===== src/rtl/etx_arb_if.sv =====
// etx_arb_if: bundles the three TX FIFO streams, the far-end pushback and
// the merged emesh output of the elink TX arbiter.
//
// Signals (the slave modport is the arbiter's view):
//   txrr_access/packet -> txrr_wait   read-response stream
//   txrd_access/packet -> txrd_wait   read-request stream
//   txwr_access/packet -> txwr_wait   write stream
//   tx_rd_wait, tx_wr_wait            far-end pushback, already synced to clk
//   etx_access/packet/burst <- etx_wait   merged output to the protocol layer
interface etx_arb_if #(
    parameter int PW = 104
);
    logic          txrr_access;
    logic [PW-1:0] txrr_packet;
    logic          txrr_wait;
    logic          txrd_access;
    logic [PW-1:0] txrd_packet;
    logic          txrd_wait;
    logic          txwr_access;
    logic [PW-1:0] txwr_packet;
    logic          txwr_wait;
    logic          tx_rd_wait;
    logic          tx_wr_wait;
    logic          etx_access;
    logic [PW-1:0] etx_packet;
    logic          etx_burst;
    logic          etx_wait;

    modport slave (
        input  txrr_access, txrr_packet,
        output txrr_wait,
        input  txrd_access, txrd_packet,
        output txrd_wait,
        input  txwr_access, txwr_packet,
        output txwr_wait,
        input  tx_rd_wait, tx_wr_wait,
        output etx_access, etx_packet, etx_burst,
        input  etx_wait
    );

    modport master (
        output txrr_access, txrr_packet,
        input  txrr_wait,
        output txrd_access, txrd_packet,
        input  txrd_wait,
        output txwr_access, txwr_packet,
        input  txwr_wait,
        output tx_rd_wait, tx_wr_wait,
        input  etx_access, etx_packet, etx_burst,
        output etx_wait
    );
endinterface


===== src/rtl/etx_arbiter.sv =====
// etx_arbiter: merges the elink TX read-response, read-request and write
// streams into one registered emesh stream and flags double-word bursts.
//
// Ports: clk, reset (synchronous, active high), bus (etx_arb_if.slave).
// Packet: [0] write, [2:1] datamode, [7:3] ctrlmode, [39:8] dstaddr,
//         [71:40] data, [103:72] srcaddr.
// Build option: define ETX_RR_ARB_EN for round-robin rr -> rd -> wr
// arbitration; otherwise fixed priority rr > rd > wr.
module etx_arbiter #(
    parameter int          PW = 104,
    parameter logic [11:0] ID = 12'h999
) (
    input logic    clk,
    input logic    reset,
    etx_arb_if.slave bus
);

    typedef enum logic {
        S_IDLE,
        S_BURST
    } burst_state_t;

    burst_state_t state_q;
    burst_state_t state_d;

    // ID only describes which reads would target this link itself; such
    // packets are passed through untouched, so it drives no logic.
    logic unused_id;
    assign unused_id = ^ID;

    logic          acc_q;
    logic [PW-1:0] pkt_q;
    logic          burst_q;

    logic stall;
    logic el_rr;
    logic el_rd;
    logic el_wr;
    logic lock;
    logic gnt_rr;
    logic gnt_rd;
    logic gnt_wr;
    logic any_gnt;
    logic wr_chain;
    logic burst_hit;
    logic [PW-1:0] gnt_pkt;

    // A held output blocks every source until the protocol layer takes it.
    assign stall = acc_q & bus.etx_wait;

    // Read responses travel as writes on the link, so they obey wr pushback.
    assign el_rr = bus.txrr_access & ~bus.tx_wr_wait & ~stall & ~reset;
    assign el_rd = bus.txrd_access & ~bus.tx_rd_wait & ~stall & ~reset;
    assign el_wr = bus.txwr_access & ~bus.tx_wr_wait & ~stall & ~reset;

    // Once a burst has started, keep feeding it from txwr while data is there.
    assign lock = (state_q == S_BURST) & bus.txwr_access;

`ifdef ETX_RR_ARB_EN
    typedef enum logic [1:0] {
        P_RR,
        P_RD,
        P_WR
    } ptr_t;

    ptr_t ptr_q;
    ptr_t ptr_d;

    always_comb begin
        gnt_rr = 1'b0;
        gnt_rd = 1'b0;
        gnt_wr = 1'b0;
        if (lock) begin
            gnt_wr = el_wr;
        end else begin
            unique case (ptr_q)
                P_RR: begin
                    gnt_rr = el_rr;
                    gnt_rd = el_rd & ~el_rr;
                    gnt_wr = el_wr & ~el_rr & ~el_rd;
                end
                P_RD: begin
                    gnt_rd = el_rd;
                    gnt_wr = el_wr & ~el_rd;
                    gnt_rr = el_rr & ~el_rd & ~el_wr;
                end
                P_WR: begin
                    gnt_wr = el_wr;
                    gnt_rr = el_rr & ~el_wr;
                    gnt_rd = el_rd & ~el_wr & ~el_rr;
                end
                default: begin
                    gnt_rr = el_rr;
                    gnt_rd = el_rd & ~el_rr;
                    gnt_wr = el_wr & ~el_rr & ~el_rd;
                end
            endcase
        end
    end

    // Pointer moves to the source after whichever one was served.
    always_comb begin
        ptr_d = ptr_q;
        unique case (1'b1)
            gnt_rr:  ptr_d = P_RD;
            gnt_rd:  ptr_d = P_WR;
            gnt_wr:  ptr_d = P_RR;
            default: ptr_d = ptr_q;
        endcase
    end

    always_ff @(posedge clk) begin
        if (reset) begin
            ptr_q <= P_RR;
        end else begin
            ptr_q <= ptr_d;
        end
    end
`else
    always_comb begin
        gnt_rr = 1'b0;
        gnt_rd = 1'b0;
        gnt_wr = 1'b0;
        if (lock) begin
            gnt_wr = el_wr;
        end else begin
            gnt_rr = el_rr;
            gnt_rd = el_rd & ~el_rr;
            gnt_wr = el_wr & ~el_rr & ~el_rd;
        end
    end
`endif

    assign any_gnt = gnt_rr | gnt_rd | gnt_wr;

    always_comb begin
        gnt_pkt = '0;
        unique case (1'b1)
            gnt_rr:  gnt_pkt = bus.txrr_packet;
            gnt_rd:  gnt_pkt = bus.txrd_packet;
            gnt_wr:  gnt_pkt = bus.txwr_packet;
            default: gnt_pkt = '0;
        endcase
    end

    // A double-word write continues the chain when it follows the last
    // issued packet by 8 bytes with the same ctrlmode; the 32-bit add wraps.
    assign wr_chain = bus.txwr_packet[0]
                    & (bus.txwr_packet[2:1] == 2'b11)
                    & (bus.txwr_packet[7:3] == pkt_q[7:3])
                    & (bus.txwr_packet[39:8] == pkt_q[39:8] + 32'd8);

    assign burst_hit = gnt_wr & wr_chain;

    // Burst state only moves when a new packet could be issued; any cycle
    // that is not a chained write grant ends the burst.
    always_comb begin
        state_d = state_q;
        if (!stall) begin
            state_d = burst_hit ? S_BURST : S_IDLE;
        end
    end

    always_ff @(posedge clk) begin
        if (reset) begin
            state_q <= S_IDLE;
        end else begin
            state_q <= state_d;
        end
    end

    always_ff @(posedge clk) begin
        if (reset) begin
            acc_q   <= 1'b0;
            pkt_q   <= '0;
            burst_q <= 1'b0;
        end else if (any_gnt) begin
            acc_q   <= 1'b1;
            pkt_q   <= gnt_pkt;
            burst_q <= burst_hit;
        end else if (!bus.etx_wait) begin
            acc_q   <= 1'b0;
            burst_q <= 1'b0;
        end
    end

    assign bus.txrr_wait  = reset | ~gnt_rr;
    assign bus.txrd_wait  = reset | ~gnt_rd;
    assign bus.txwr_wait  = reset | ~gnt_wr;
    assign bus.etx_access = acc_q;
    assign bus.etx_packet = pkt_q;
    assign bus.etx_burst  = burst_q;

endmodule


===== src/flat_wrapper.sv =====
// flat-port wrapper written by rule: the top's interface ports become plain ports
module etx_arbiter_flat 
#(
    parameter int          PW = 104,
    parameter logic [11:0] ID = 12'h999
)
  (clk, reset, bus_txrr_access, bus_txrr_packet, bus_txrr_wait, bus_txrd_access, bus_txrd_packet, bus_txrd_wait, bus_txwr_access, bus_txwr_packet, bus_txwr_wait, bus_tx_rd_wait, bus_tx_wr_wait, bus_etx_access, bus_etx_packet, bus_etx_burst, bus_etx_wait);
  etx_arb_if #(.PW(PW)) bus_i ();
  input logic clk;
  input logic reset;
  input wire logic [$bits(bus_i.txrr_access)-1:0] bus_txrr_access;
  input wire logic [$bits(bus_i.txrr_packet)-1:0] bus_txrr_packet;
  output wire logic [$bits(bus_i.txrr_wait)-1:0] bus_txrr_wait;
  input wire logic [$bits(bus_i.txrd_access)-1:0] bus_txrd_access;
  input wire logic [$bits(bus_i.txrd_packet)-1:0] bus_txrd_packet;
  output wire logic [$bits(bus_i.txrd_wait)-1:0] bus_txrd_wait;
  input wire logic [$bits(bus_i.txwr_access)-1:0] bus_txwr_access;
  input wire logic [$bits(bus_i.txwr_packet)-1:0] bus_txwr_packet;
  output wire logic [$bits(bus_i.txwr_wait)-1:0] bus_txwr_wait;
  input wire logic [$bits(bus_i.tx_rd_wait)-1:0] bus_tx_rd_wait;
  input wire logic [$bits(bus_i.tx_wr_wait)-1:0] bus_tx_wr_wait;
  output wire logic [$bits(bus_i.etx_access)-1:0] bus_etx_access;
  output wire logic [$bits(bus_i.etx_packet)-1:0] bus_etx_packet;
  output wire logic [$bits(bus_i.etx_burst)-1:0] bus_etx_burst;
  input wire logic [$bits(bus_i.etx_wait)-1:0] bus_etx_wait;
  assign bus_i.txrr_access = bus_txrr_access;
  assign bus_i.txrr_packet = bus_txrr_packet;
  assign bus_txrr_wait = bus_i.txrr_wait;
  assign bus_i.txrd_access = bus_txrd_access;
  assign bus_i.txrd_packet = bus_txrd_packet;
  assign bus_txrd_wait = bus_i.txrd_wait;
  assign bus_i.txwr_access = bus_txwr_access;
  assign bus_i.txwr_packet = bus_txwr_packet;
  assign bus_txwr_wait = bus_i.txwr_wait;
  assign bus_i.tx_rd_wait = bus_tx_rd_wait;
  assign bus_i.tx_wr_wait = bus_tx_wr_wait;
  assign bus_etx_access = bus_i.etx_access;
  assign bus_etx_packet = bus_i.etx_packet;
  assign bus_etx_burst = bus_i.etx_burst;
  assign bus_i.etx_wait = bus_etx_wait;
  etx_arbiter #(.PW(PW), .ID(ID)) u_core (.clk(clk), .reset(reset), .bus(bus_i));
endmodule

===== config.mk =====
export PLATFORM = sky130hd
export DESIGN_NAME = etx_arbiter_flat
export DESIGN_NICKNAME = d
export VERILOG_FILES = /design/src/rtl/etx_arb_if.sv /design/src/rtl/etx_arbiter.sv /design/src/flat_wrapper.sv
export SDC_FILE = /design/constraint.sdc
export NUM_CORES = 1
export LEC_CHECK = 0
export BUFFER_PORTS_ARGS = -buffer_cell sky130_fd_sc_hd__buf_2
export CORE_AREA = 2 2 165 167
export DETAILED_ROUTE_END_ITERATION = 10
export DIE_AREA = 0 0 167 169
export GPL_ROUTABILITY_DRIVEN = 1
export MAX_ROUTING_LAYER = met4
export PLACE_DENSITY_LB_ADDON = 0.15
export REMOVE_ABC_BUFFERS = 1
export SLEW_MARGIN = 20
export SYNTH_ARGS = -nofsm -noshare
export SYNTH_HDL_FRONTEND = slang
export SYNTH_SLANG_ARGS = --single-unit

===== constraint.sdc =====
create_clock -name clk -period 2.8 [get_ports clk]
set_clock_uncertainty 0.05 [all_clocks]
set_input_delay 0.28 -clock clk [delete_from_list [all_inputs] [get_ports clk]]
set_output_delay 0.28 -clock clk [all_outputs]
set_load 0.03 [all_outputs]

### Yosys cells after proc, flatten, opt, wreduce, memory -nomap -nowiden

Index checks and enable logic that the tools add are counted.

| storage, ports and cells | value |
|---|---|
| flip-flop bits (word level) | 107 |

| cells by class | value |
|---|---|
| add/subtract/negate cells | 1 |
| equal/unequal tests | 4 |
| muxes and demuxes | 8 |
| bitwise logic cells | 32 |

Operators by type and width:

| kind | number |
|---|---|
| 104-bit case mux with 3 select lines | 1 |
| 32-bit by 4-bit adder with 32-bit output (second input constant) | 1 |
| 32-bit equality test | 1 |
| 1-bit bitwise AND | 18 |
| 1-bit NOT | 9 |
| 1-bit 2-to-1 mux | 7 |
| 5-bit equality test | 1 |
| 1-bit bitwise OR | 5 |
| 2-bit equality test (second input constant) | 1 |
| 2-bit by 1-bit != test with 1-bit output (second input constant) | 1 |

### Depth between registers and ports, before layout

| logic depth | value |
|---|---|
| word-level depth | 10 |
| depth in mapped cells | 10 |

### Worst setup path after synthesis

OpenSTA, ideal clock, no wires.

| timing | value |
|---|---|
| path kind | flip-flop to flip-flop |
| from | reg u_core.pkt_q[11] (netlist: u_core.bus.etx_packet[11]) |
| to | reg u_core.burst_q (netlist: u_core.bus.etx_burst) |
| data arrival time | 3117 ps |
| data required time | 2679 ps |
| path slack | -438 ps |
| cell stages (with the launch flop) | 10 |
| period minus slack after synthesis | 3238 ps |
| path through | dfxtp_1 > ha_1 > nand3_1 > nor4_1 > or3b_2 > or4b_2 > a31oi_1 > nor2_1 > nor4_2 > o21bai_1 |

| on the way | value |
|---|---|
| longest elaborated chain between the ends | 5 |

RTL lines:

| element | RTL line | RTL |
|---|---|---|
| start: declaration | etx_arbiter.sv:32 | `logic [PW-1:0] pkt_q;` |
| start signal: assignment | etx_arbiter.sv:179 | `pkt_q <= gnt_pkt;` |
| 32-bit by 4-bit adder with 32-bit output | etx_arbiter.sv:151 | `& (bus.txwr_packet[39:8] == pkt_q[39:8] + 32'd8);` |
| 32-bit equality test | etx_arbiter.sv:151 |  |
| 1-bit bitwise AND | etx_arbiter.sv:151 |  |
| 1-bit bitwise AND | etx_arbiter.sv:153 | `assign burst_hit = gnt_wr & wr_chain;` |
| 1-bit 2-to-1 mux | etx_arbiter.sv:177 | `end else if (any_gnt) begin` |
| end signal: assignment | etx_arbiter.sv:180 | `burst_q <= burst_hit;` |
| end: declaration | etx_arbiter.sv:33 | `logic burst_q;` |

Every way passes these cells.
A chain may end at the register's enable or synchronous reset.

### Final worst setup path

Ends and elaborated chain as after synthesis.

==> results.json <==
{
  "status": "finished, violations left",
  "violations": "setup timing",
  "grt_max_degree": 106,
  "via_count": 7751,
  "routed_wirelength_um": 29600,
  "p_per_area_nw_per_um2": 475,
  "drtPass1Iterations": 5,
  "path_clk_slew_ns": 0.07,
  "synth_area_per_cell_um2": 7.88,
  "yosysSeqAreaShare": 0.347,
  "synthFlopType": "dfxtp_1",
  "slew_headroom": 0.296,
  "grt_pass1_wl_um": 43700,
  "ios": 429,
  "crit_required_ns": 3.03,
  "cts.sinks": 107,
  "rows": 60,
  "hpwl_um": 22300,
  "first_iter_violations": 434,
  "clockBufferDepth": 2,
  "synth_top_cell_by_area": "dfxtp_1",
  "hold_end": "u_core.bus.etx_access",
  "setup_violations": 2,
  "final_common_cell": "buf_2",
  "drc": 0,
  "intPower_uw": 2830,
  "end_kind": "flip-flop",
  "leakage_uw": 0.00410,
  "worstSkewPairLatency_ns": 0.36,
  "gp_congestion": 0.810,
  "grt_pass1_vias": 7599,
  "r2r-end": "u_core.bus.etx_burst",
  "final_nets": 1530,
  "die_h_um": 169,
  "hold_path_startpoint": "bus_etx_wait",
  "p_switching_uw": 1630,
  "clockPowerShare": 0.292,
  "cts_buffers": 9,
  "pwr-share-seq": 0.391,
  "tightest_slew_ns": 1.06,
  "synthesis.area_um2": 6180,
  "ir_drop_mv": 0.232,
  "area_delta_synth_final_pct": 51.9,
  "r2r_start": "u_core.bus.etx_packet[11]",
  "worst-setup-path-type": "reg2reg",
  "reg2regPathDepth": 9,
  "start_util": 0.233,
  "final_cell_mix": "buf_2, o21ai_0, nor2_1",
  "ys_top_cells_by_area": "dfxtp_1, a211oi_1, a22oi_1",
  "power_uw": 4460,
  "startpoint": "u_core.bus.etx_packet[11]",
  "hold_viol_final": 0,
  "core-area_um2": 26500,
  "cts_max_level": 3,
  "die-area_um2": 28200,
  "antenna_found_initial": 8,
  "cts_tree": "built",
  "cts_hold_buf": 0,
  "syn_inst": 784,
  "synth_top_area_share": 0.347,
  "fin_crit_ns": 2.88,
  "wl_per_cell_um": 19.0,
  "design_area_um2": 9380,
  "hold_path.class": "in2reg",
  "numPortBuffers": 428,
  "synth_cell_types": 56,
  "r2r_slack_ns": -0.08,
  "grtUsageTotal": 0.205,
  "drive_gt1_frac": 0.439,
  "arrival_ns": 3.11,
  "root_buffer": "clkbuf_16",
  "combPwrFrac": 0.317,
  "synth-seq-cells": 107,
  "rsz0062_at_grt": "yes",
  "ant_nets": 0,
  "fin_crit_sh": 1.03,
  "cap_violations": 0,
  "viasPerCell": 4.96,
  "synth-edff-count": 0,
  "grt-ovfl-total": 0,
  "async_flop_share": 0,
  "crit_path_start_kind": "flip-flop",
  "dpl-instance-area_um2": 8940,
  "swShare": 0.366,
  "clock.fmax_mhz": 347,
  "final_max_slew_viol_count": 0,
  "path_max_fanout": 3,
  "yosys_warnings": 0,
  "dieWidth_um": 167,
  "whs_path_depth": 3,
  "finalWorstSetupSlack_ns": -0.0838
}
cell type report:
| class | count | area, µm² |
|---|---|---|
| Clock inverter | 6 | 57.6 |
| Inverter | 8 | 30.0 |
| Fill cell | 2861 | 17100 |
| Multi-Input combinational cell | 594 | 3810 |
| Tap cell | 341 | 427 |
| Sequential cell | 107 | 2150 |
| Clock buffer | 9 | 225 |
| Antenna cell | 8 | 20.0 |
| Timing Repair Buffer | 489 | 2660 |
registers in the layout, indices dropped and copies added (netlist names):
signal / cells
u_core.bus.etx_access: 1
u_core.bus.etx_burst: 1
u_core.bus.etx_packet: 104
u_core.state_q: 1
per-layer routing:
| layer | GRT usage | vias up | share of wire |
|---|---|---|---|
| li1 | - | 3832 | - |
| met1 | 0.237 | 3614 | 0.40 |
| met2 | 0.360 | 285 | 0.52 |
| met3 | 0.0493 | 20 | 0.066 |
| met4 | 0.0442 | 0 | 0.012 |
| met5 | - | - | 0 |
through the flow:
step | setup slack [ns] | hold WS [ns] | setup TNS [ns] | cells | utilization
6_report | -0.0838 | 0.178 | -0.158 | 1562 | 0.354
4_1_cts | -0.105 | 0.166 | -0.209 | 1552 | 0.352
5_1_grt | -0.177 | 0.184 | -0.346 | 1562 | 0.354
3_5_place_dp | -0.279 | 0.438 | -0.557 | 1534 | 0.337
3_3_place_gp | -0.232 | 0.434 | -0.461 | 1534 | 0.337
2_1_floorplan | -7.83 | 0.302 | -699.76 | 709 | -
synthesized netlist by cell type (2+ instances only):
cell type and n:
o21ai_0 115, nor2_1 114, dfxtp_1 107, a211oi_1 106
a22oi_1 104, clkbuf_1 65, xor2_1 21, xnor2_1 15
nand2_1 13, nand3_1 13, a21oi_1 9, nand4_1 9
nor4_1 9, inv_1 8, nor3_1 6, buf_1 5
o31ai_1 4, a31oi_1 3, mux2i_1 3, nor2b_1 3
o21bai_1 3, or3_1 3, or3_2 3, buf_6 2
clkbuf_2 2, nand2b_1 2, nand3b_1 2, nand4b_1 2
nor4b_1 2, o22ai_1 2, o31a_1 2, or2_2 2
or4_2 2
kinds of logic after synthesis:
group,count (synthesis),share of synthesized area
AO/OA/AOI/OAI,356,0.383
AND/OR/NAND/NOR,198,0.158
flip-flops,107,0.347
buffers and inverters,83,0.0539
XOR/XNOR,36,0.0510
multiplexers,3,0.00486
adder cells (fa/ha/maj),1,0.00202
worst max-delay path by stage:
stage	depth (start not counted)	to	slack, ns
floorplan	4	bus_txrd_wait	-7.83
CTS	8	u_core.state_q	-0.10
detailed placement	9	u_core.state_q	-0.28
global route	9	u_core.bus.etx_burst	-0.18
finish	9	u_core.bus.etx_burst	-0.08
global placement	9	u_core.bus.etx_burst	-0.23
timing repair:
| action | in CTS | in global routing |
|---|---|---|
| pin swaps | 7 | 2 |
| resized for setup | 14 | 7 |
| hold endpoints to repair | 0 | 0 |
| setup buffers | 3 | 2 |
| endpoints found under the setup margin | 2 | 2 |
worst max-delay path: stages (launching register included):
cell and delay (ns):
dfxtp_4 0.37, buf_6 0.10, nand4_4 0.10, or4_4 0.54, or4b_4 0.53, a22oi_2 0.13, nand4b_1 0.11, or4b_4 0.54
nor4_4 0.19, o21bai_1 0.15
power by group through the flow:
stage | combinational [µW] | sequential (µW) | clock [µW]
floorplan | 470 | 2070 | 0
global placement | 1410 | 1770 | 0
detailed placement | 1420 | 1770 | 0
CTS | 1430 | 1740 | 1350
global route | 1550 | 1760 | 1400
finish | 1410 | 1740 | 1300
No activity file was read; power rests on OpenSTA's default activity.
